==> config.mk <==
export PLATFORM = sky130hd
export DESIGN_NAME = palette_fade_ctrl
export DESIGN_NICKNAME = d
export VERILOG_FILES = /design/src/rtl/palette_fade_ctrl.sv
export SDC_FILE = /design/constraint.sdc
export NUM_CORES = 1
export LEC_CHECK = 0
export ABC_AREA = 1
export BUFFER_PORTS_ARGS = -buffer_cell sky130_fd_sc_hd__buf_2
export CORE_UTILIZATION = 40
export DETAILED_ROUTE_END_ITERATION = 8
export PLACE_DENSITY_LB_ADDON = 0.15
export SLEW_MARGIN = 20
export SYNTH_ARGS = -nofsm -noshare
export SYNTH_HDL_FRONTEND = slang
export SYNTH_SLANG_ARGS = --single-unit
==> constraint.sdc <==
create_clock -name CLK_100 -period 6.57 [get_ports CLK_100]
set_clock_uncertainty 0.05 [all_clocks]
set_input_delay 0.657 -clock CLK_100 [delete_from_list [all_inputs] [get_ports CLK_100]]
set_output_delay 0.657 -clock CLK_100 [all_outputs]
set_load 0.01 [all_outputs]
==> src/rtl/palette_fade_ctrl.sv <==
// rtl/palette_fade_ctrl.sv - palette fade sequencer and CPU/engine port arbiter
module palette_fade_ctrl #(
  parameter int STARVE_LIMIT = 4
) (
  input  logic        CLK_100,
  input  logic        RESET,
  input  logic [1:0]  AVL_ADDR,
  input  logic [31:0] AVL_WRITEDATA,
  output logic [31:0] AVL_READDATA,
  input  logic        AVL_WRITE,
  input  logic        AVL_READ,
  input  logic        AVL_CS,
  input  logic [4:0]  CPU_ADDR,
  input  logic [31:0] CPU_WRITEDATA,
  input  logic [3:0]  CPU_BYTE_EN,
  input  logic        CPU_WRITE,
  input  logic        CPU_READ,
  output logic        CPU_WAITREQUEST,
  output logic [31:0] CPU_READDATA,
  output logic [4:0]  PAL_ADDR,
  output logic [31:0] PAL_WRITEDATA,
  output logic [3:0]  PAL_BYTE_EN,
  output logic        PAL_WRITE,
  output logic        PAL_READ,
  output logic        PAL_CS,
  input  logic [31:0] PAL_READDATA,
  input  logic        VSYNC,
  output logic        IRQ
);

  typedef enum logic [2:0] {S_IDLE, S_RD, S_WT, S_WR, S_FIN} state_t;

  localparam int SW = $clog2(STARVE_LIMIT + 1);
  localparam logic [SW-1:0] STARVE_MAX = SW'(STARVE_LIMIT);

  state_t        state, state_nx;
  logic          ctrl_en;
  logic [2:0]    ctrl_sel;
  logic [7:0]    ctrl_step;
  logic [7:0]    frames;
  logic          done, pending, vsync_d;
  logic [2:0]    sh_sel;
  logic [7:0]    sh_step;
  logic [1:0]    idx;
  logic [31:0]   rd_data;
  logic [SW-1:0] starve_cnt;
  logic          cpu_wr, cpu_rd, cpu_req, forced, eng_grant;
  logic          csr_wr, csr_rd, vsync_rise, pass_start, fin;
  logic [7:0]    frames_dec;
  logic [31:0]   faded;
  logic          unused_bits;

  function automatic logic [7:0] sat_sub(input logic [7:0] c, input logic [7:0] s);
    return (c > s) ? (c - s) : 8'h00;
  endfunction

  // CPU strobes are masked during reset so nothing reaches the palette while RESET is high
  assign cpu_wr     = CPU_WRITE & ~RESET;
  assign cpu_rd     = CPU_READ & ~CPU_WRITE & ~RESET;
  assign cpu_req    = cpu_wr | cpu_rd;
  assign forced     = (starve_cnt >= STARVE_MAX);
  assign csr_wr     = AVL_CS & AVL_WRITE;
  assign csr_rd     = AVL_CS & AVL_READ;
  assign vsync_rise = VSYNC & ~vsync_d;
  assign pass_start = (state == S_IDLE) && pending && ctrl_en;
  assign fin        = (state == S_FIN);
  assign frames_dec = (frames != 8'd0) ? (frames - 8'd1) : 8'd0;
  assign faded      = {8'h00, sat_sub(rd_data[23:16], sh_step),
                       sat_sub(rd_data[15:8], sh_step), sat_sub(rd_data[7:0], sh_step)};
  assign PAL_CS       = PAL_WRITE | PAL_READ;
  assign CPU_READDATA = PAL_READDATA;
  assign IRQ          = done;
  assign unused_bits  = ^{AVL_WRITEDATA[31:16], rd_data[31:24]};

  // State register
  always_ff @(posedge CLK_100 or posedge RESET) begin
    if (RESET) state <= S_IDLE;
    else       state <= state_nx;
  end

  // Next state and palette port mux: CPU passes through unless the engine holds the port
  always_comb begin
    state_nx        = state;
    eng_grant       = 1'b0;
    CPU_WAITREQUEST = 1'b0;
    PAL_ADDR        = CPU_ADDR;
    PAL_WRITEDATA   = CPU_WRITEDATA;
    PAL_BYTE_EN     = CPU_BYTE_EN;
    PAL_WRITE       = cpu_wr;
    PAL_READ        = cpu_rd;
    case (state)
      S_IDLE: if (pass_start) state_nx = S_RD;
      S_RD: begin
        if (!cpu_req || forced) begin
          eng_grant       = 1'b1;
          state_nx        = S_WT;
          CPU_WAITREQUEST = 1'b1;
          PAL_ADDR        = {sh_sel, idx};
          PAL_WRITEDATA   = 32'h0;
          PAL_BYTE_EN     = 4'b1111;
          PAL_WRITE       = 1'b0;
          PAL_READ        = 1'b1;
        end
      end
      S_WT: begin
        state_nx        = S_WR;
        CPU_WAITREQUEST = 1'b1;
        PAL_ADDR        = {sh_sel, idx};
        PAL_WRITEDATA   = 32'h0;
        PAL_BYTE_EN     = 4'b0000;
        PAL_WRITE       = 1'b0;
        PAL_READ        = 1'b0;
      end
      S_WR: begin
        state_nx        = (idx == 2'd3) ? S_FIN : S_RD;
        CPU_WAITREQUEST = 1'b1;
        PAL_ADDR        = {sh_sel, idx};
        PAL_WRITEDATA   = faded;
        PAL_BYTE_EN     = 4'b0111;
        PAL_WRITE       = 1'b1;
        PAL_READ        = 1'b0;
      end
      S_FIN:   state_nx = S_IDLE;
      default: state_nx = S_IDLE;
    endcase
  end

  // Engine datapath: shadow CTRL at pass start, count starvation, capture entry, advance index
  always_ff @(posedge CLK_100 or posedge RESET) begin
    if (RESET) begin
      sh_sel     <= 3'd0;
      sh_step    <= 8'd0;
      idx        <= 2'd0;
      rd_data    <= 32'h0;
      starve_cnt <= '0;
    end else begin
      case (state)
        S_IDLE: if (pass_start) begin
          sh_sel     <= ctrl_sel;
          sh_step    <= ctrl_step;
          idx        <= 2'd0;
          starve_cnt <= '0;
        end
        S_RD: begin
          if (eng_grant) starve_cnt <= '0;
          else           starve_cnt <= starve_cnt + 1'b1;
        end
        S_WT:    rd_data <= PAL_READDATA;
        S_WR:    idx <= idx + 2'd1;
        default: ;
      endcase
    end
  end

  // CSR file, VSYNC edge trigger and done/FRAMES bookkeeping
  always_ff @(posedge CLK_100 or posedge RESET) begin
    if (RESET) begin
      ctrl_en      <= 1'b0;
      ctrl_sel     <= 3'd0;
      ctrl_step    <= 8'd0;
      frames       <= 8'd0;
      done         <= 1'b0;
      pending      <= 1'b0;
      vsync_d      <= 1'b0;
      AVL_READDATA <= 32'h0;
    end else begin
      vsync_d <= VSYNC;
      if (pass_start) pending <= 1'b0;
      else if (vsync_rise && ctrl_en && frames != 8'd0) pending <= 1'b1;
      if (csr_wr && AVL_ADDR == 2'd0) begin
        ctrl_en   <= AVL_WRITEDATA[0];
        ctrl_sel  <= AVL_WRITEDATA[4:2];
        ctrl_step <= AVL_WRITEDATA[15:8];
      end
      if (csr_wr && AVL_ADDR == 2'd1) frames <= AVL_WRITEDATA[7:0];
      else if (fin)                   frames <= frames_dec;
      if (fin && frames_dec == 8'd0) done <= 1'b1;
      else if (csr_wr && AVL_ADDR == 2'd2 && AVL_WRITEDATA[1]) done <= 1'b0;
      if (csr_rd) begin
        case (AVL_ADDR)
          2'd0:    AVL_READDATA <= {16'h0, ctrl_step, 3'b0, ctrl_sel, 1'b0, ctrl_en};
          2'd1:    AVL_READDATA <= {24'h0, frames};
          2'd2:    AVL_READDATA <= {29'h0, pending, done, (state != S_IDLE)};
          default: AVL_READDATA <= 32'h0;
        endcase
      end
    end
  end

endmodule

# Word-level counts from Yosys, hierarchy flattened
# Index checks and enable logic that the tools add are counted.
# word_totals
regBits,98
output_inout_bits,110
# op_classes
addsub,6
order_cmp,4
n_eq_ne,9
mux,33
bitwise_logic,11
n_reduce_logical,26
# op_table
op,count
case mux 32 bit (3 select lines),1
two-way mux 8 bit,6
case mux 16 bit (3 select lines),1
two-way mux 32 bit,1
greater-than comparator 8 bit,3
subtractor 8 bit,3
two-way mux 3 bit,5
case mux 3 bit (4 select lines),1
case mux 4 bit (3 select lines),1
case mux 5 bit (2 select lines),1
nonzero test 2 bit,5
logical AND 1 bit,9
zero test 8 bit,1
two-way mux 1 bit,8
AND reduction 2 bit,4
nonzero test 8 bit,1
"subtractor 8 x 1 -> 8 bit, second input constant",1
bitwise AND 1 bit,6
"equality test 3 x 2 -> 1 bit, second input constant",2
case mux 3 bit (2 select lines),1
two-way mux 5 bit,1
"equality test 2 bit, second input constant",2
two-way mux 4 bit,1
"inequality test 2 bit, second input constant",2
18 further kinds,22

# Depth between registers and ports, before layout
# logic_depth
ltp_word,10
depth_mapped,12
ltp_nobuf,12

# Least setup slack after synthesis
# OpenSTA, ideal clock, no wires.
# synth_path
path_type,input -> output
startpoint,input RESET
endpoint,output PAL_WRITEDATA[17]
arrival_time_ns,3.533
slack_ns,2.330
cell_stages,8
path_cell_list,inv_1 > o211ai_1 > nand2_2 > nand2_2 > inv_2 > clkbuf_1 > nand2_1 > o21ai_0
# synth_via
elab_chain_len,7
elab_cells_between_ends,8
classes_between,mux: 2; bitwise: 4; reduce/logical: 2
# synth_rtl
element,line,text
start: declaration,6,"input logic RESET,"
NOT 1 bit (*),"58, 59",
bitwise AND 1 bit (on tied branches),"58, 59",
OR 1 bit (*),60,assign cpu_req = cpu_wr | cpu_rd;
zero test 1 bit (*),94,if (!cpu_req || forced) begin
logical OR 1 bit (*),94,
two-way mux 32 bit (*),94,
case mux 32 bit (3 select lines) (*),91,case (state)
end: declaration,21,"output logic [31:0] PAL_WRITEDATA,"
# Every way passes the cells marked *; elsewhere a longest branch is shown, timed or not.

# Final worst setup path
# layout_path
startpoint,register sh_step[0]
endpoint,output PAL_WRITEDATA[14]
# layout_via
elab_chain_len,3
elab_cells_between_ends,4
classes_between,add/sub: 1; order compare: 1; mux: 2
# layout_rtl
element,line,text
start: declaration,43,logic [7:0] sh_step;
start signal: assignment,140,sh_step <= ctrl_step;
subtractor 8 bit / greater-than comparator 8 bit (equally long branches),54,return (c > s) ? (c - s) : 8'h00;
two-way mux 8 bit (*),54,
case mux 32 bit (3 select lines) (*),91,
# Marked as above.

==> implementation parameters <==
Parameter                              Value

Die
  Area of the die    14100 µm²
  Top-level port count    225
  Die extent in y    around 120 µm
  Std-Cell Rows    42
  Starting density of the core    41.1%
  Placeable core region    13300 µm²
  Die Wd    119 µm

Timing
  RSZ-0062 raised after global routing    false
  Final critical-path share of the clock period    50.3%
  Final worst slack    3.27 ns
  Sum Neg Setup Slack    0 ns
  Time the worst path needs with I/O delays and setup    between 3 and 4 ns
  Tightest hold margin    0.420 ns
  Worst-Margin Slew    0.902 ns
  Slew Limit Headroom    39.7%
  Count of final max-slew check failures    0
  Number of failing setup endpoints in the final timing report    0
  Fmax    303 MHz
  Hold Fails Final Rpt    0

Placement
  Pre-CTS setup slack    3.51 ns
  RePlAce Congestion    0.896
  Port Buf Inserts    176
  DP Wirelength    10500 µm

Power
  Total leakage power    3.69 nW
  Pwr Density    461 nW/µm²
  Peak supply drop    132 µV
  Overall power after layout    3.01 mW

Yosys
  Number of enable flip-flop cells after synthesis    0
  Count leader, synth    sky130_fd_sc_hd__nand2_1
  Fraction of synthesis flops using an asynchronous set or reset pin    100%
  Proportion of netlist area held by the largest area contributor    approximately 38%
  Number of warnings reported in the yosys synthesis log    0
  Library cells used by synthesis    36
  Area of the mapped netlist    5470 µm²
  Synthesized netlist cell count    around 730
  Post-synth top cells    sky130_fd_sc_hd__nand2_1 (197), sky130_fd_sc_hd__inv_1 (91), sky130_fd_sc_hd__dfrtp_1 (82)
  Top cell type by total area after synthesis    sky130_fd_sc_hd__dfrtp_1
  Synth Flop Type    sky130_fd_sc_hd__dfrtp_1
  Average footprint of a synthesized cell    around 7.5 µm²
  Largest cells by area after synthesis    sky130_fd_sc_hd__dfrtp_1 (38%), sky130_fd_sc_hd__nand2_1 (14%), sky130_fd_sc_hd__buf_4 (6.6%), sky130_fd_sc_hd__ha_1 (6.4%), sky130_fd_sc_hd__inv_1 (6.2%)
  Portion of the post-synthesis area used by sequential elements    roughly 38%
  Post-synthesis sequential element count    82

Clocking
  Number of buffers inserted for hold repair after clock tree synthesis    0
  Clock Root Buffer    sky130_fd_sc_hd__clkbuf_16
  Clock Path Buffers    2
  H-tree levels    3
  Sink Count    82
  Post-CTS Setup Repair Bufs    0
  Clock transition time at the flip-flop clock pins of the worst setup and hold paths    0.06 ns
  Clock Latency Late Sink    0.33 ns
  CTS tree    built
  Number of gates given a new drive strength after cts    0
  Number of buffers created by CTS    9

Setup path
  Crit path max fanout    8
  Critical register-to-register path startpoint    state[1]
  Cell count of the worst reg-to-reg path    7
  Termination of the worst setup path    PAL_WRITEDATA[14]
  Worst setup SP type    flop
  Setup slack, reg-to-reg    4.34 ns
  Worst path max stage delay    0.45 ns
  Standard cell with the maximum stage delay on the critical path    sky130_fd_sc_hd__dfrtp_1
  Critical Setup Path Class    reg -> out
  Most common cell type on the critical path    sky130_fd_sc_hd__nand2_1
  Arrival @ worst endpoint    2.60 ns
  End of the worst register-to-register path    state[0]
  Critical Path Start    sh_step[0]
  Required time at the endpoint of the critical path    5.86 ns
  Worst setup EP type    primary output
  Critical Path, Cell by Cell    ha_1 -> fa_1 -> o21ai_0 -> nand2_1 -> a21oi_4 -> nand3_1 -> nand2_1 -> buf_2

Global route
  Met1 usage    around 26%
  Wire length of the first global-routing pass    21500 µm
  Maximum number of pins on one net before global-route repair    85
  Layer with the highest usage after global routing    met2
  Initial antenna violation count    0
  Aggregate global routing overflow    0
  Met2 track utilization from global routing    ~32%
  Overall fraction of global-route tracks in use    19.2%
  Vias in the first global route    4402
  Fraction of met3 tracks used by global routing    approximately 3.4%

Routing
  Number of iterations in the first detailed-routing pass    7
  Final routed wire length divided by cell count    12.6 µm
  Vias post-DR    4936
  Post-detailed-routing wire length    13300 µm
  Post-detailed-route DRC marker count    0
  Initial DRC count    301
  Number of vias per cell    4.68
  Post-DRT Antenna Nets    0

Cells and area
  Fraction of final layout cells with drive strength greater than 1    25.5%
  Signed area change from the synthesized netlist to the final layout    19.4%
  Final #Nets    roughly 1.0k
  Combined area of the multi-input logic cells    2690 µm²
  Seq. cell area    2050 µm²
  Number of fill cells    ~1.4k
  Number of antenna repair diodes    0

Run status
  Outcome    finished, final reports clean

Worst hold path
  Tightest Hold Check Type    in -> reg

Flow run
  Max Cap Violations    0
==> where the power goes <==
group,switching [mW],total [mW],leakage (nW),internal (mW)
sequential,0.118,0.792,1.00,0.675
combinational,1.02,1.70,2.54,0.678
clock,0.198,0.515,0.146,0.317
total,1.34,3.01,3.69,1.67
==> critical path: cells and delay by family, from the launching register on <==
family                   cells  cell delay [ns]
AO/OA/AOI/OAI                2             0.66
adder cells (fa/ha/maj)      2             0.68
AND/OR/NAND/NOR              3             0.37
flip-flops                   1             0.45
buffers and inverters        1             0.12
==> state kept, by name (all words and copies together), names as in the netlist, 2 cells and up <==
signal and cells:
ctrl_step 8, ctrl_sel 3, AVL_READDATA 16, idx 2, sh_sel 3, rd_data 24, state 3, sh_step 8
frames 8, starve_cnt 3
==> metal layers <==
| metal | share of wire [%] | routed length [µm] |
|---|---|---|
| met1 | 47 | 6220 |
| met2 | 47 | 6270 |
| met3 | 5.5 | 735 |
| met4 | 0.71 | 95 |
| met5 | 0 | 0 |
==> final cells by class <==
class	count	share of cell area [%]
clock buffer	13	3.99
clock inverter	3	0.709
inverter	95	5.48
multi-input combinational	508	41.2
sequential	82	31.4
tap	176	3.37
timing repair buffer	178	13.8
==> worst min-delay path by stage <==
stage	from	to	cells past startpoint
floorplan	sh_sel[0]	sh_sel[0]	2
global placement	sh_step[6]	sh_step[6]	2
detailed placement	AVL_READDATA[0]	AVL_READDATA[0]	2
CTS	VSYNC	vsync_d	1
global route	VSYNC	vsync_d	1
finish	VSYNC	vsync_d	1
==> cells by family (layout without fill, tap and decap cells) <==
family / count (synthesis) / in the layout / share of synthesized area (%)
buffers and inverters: 156 / 289 / 14.3
AND/OR/NAND/NOR: 327 / 327 / 24.6
other: 1 / 16 / 0.0686
flip-flops: 82 / 82 / 37.5
adder cells (fa/ha/maj): 31 / 31 / 7.50
AO/OA/AOI/OAI: 107 / 107 / 10.9
multiplexers: 18 / 18 / 3.71
XOR/XNOR: 9 / 9 / 1.44
==> cells in the final DEF, fill, tap and decap left out, types with 2 or more instances in the layout <==
cell	instances
sky130_fd_sc_hd__o221ai_1	3
sky130_fd_sc_hd__mux2_2	18
sky130_fd_sc_hd__nand2_1	197
sky130_fd_sc_hd__o211ai_1	8
sky130_fd_sc_hd__o21bai_1	2
sky130_fd_sc_hd__clkbuf_8	2
sky130_fd_sc_hd__conb_1	16
sky130_fd_sc_hd__o21ai_0	54
sky130_fd_sc_hd__o22ai_1	2
sky130_fd_sc_hd__buf_2	176
sky130_fd_sc_hd__nand2_2	4
sky130_fd_sc_hd__o21a_1	2
sky130_fd_sc_hd__ha_1	28
sky130_fd_sc_hd__clkbuf_16	9
sky130_fd_sc_hd__nand3_1	42
sky130_fd_sc_hd__inv_1	90
sky130_fd_sc_hd__nand3b_1	3
sky130_fd_sc_hd__xor2_1	4
sky130_fd_sc_hd__fa_1	3
sky130_fd_sc_hd__or2_2	2
sky130_fd_sc_hd__inv_2	4
sky130_fd_sc_hd__nand4_1	7
sky130_fd_sc_hd__a21oi_1	32
sky130_fd_sc_hd__xnor2_1	5
sky130_fd_sc_hd__dfrtp_1	82
sky130_fd_sc_hd__nor2_1	68
sky130_fd_sc_hd__clkbuf_1	2
==> through the flow <==
step / instance area, µm² / cells / util [%]
after floorplan: 5530 / 746 / -
after global placement: 6220 / 1039 / 46.8
after detailed placement: 6220 / 1039 / 46.8
after CTS: 6530 / 1055 / 49.1
after global routing: 6530 / 1055 / 49.1
final: 6530 / 1055 / 49.1
Note: power is estimated with default switching activity, not from simulation.
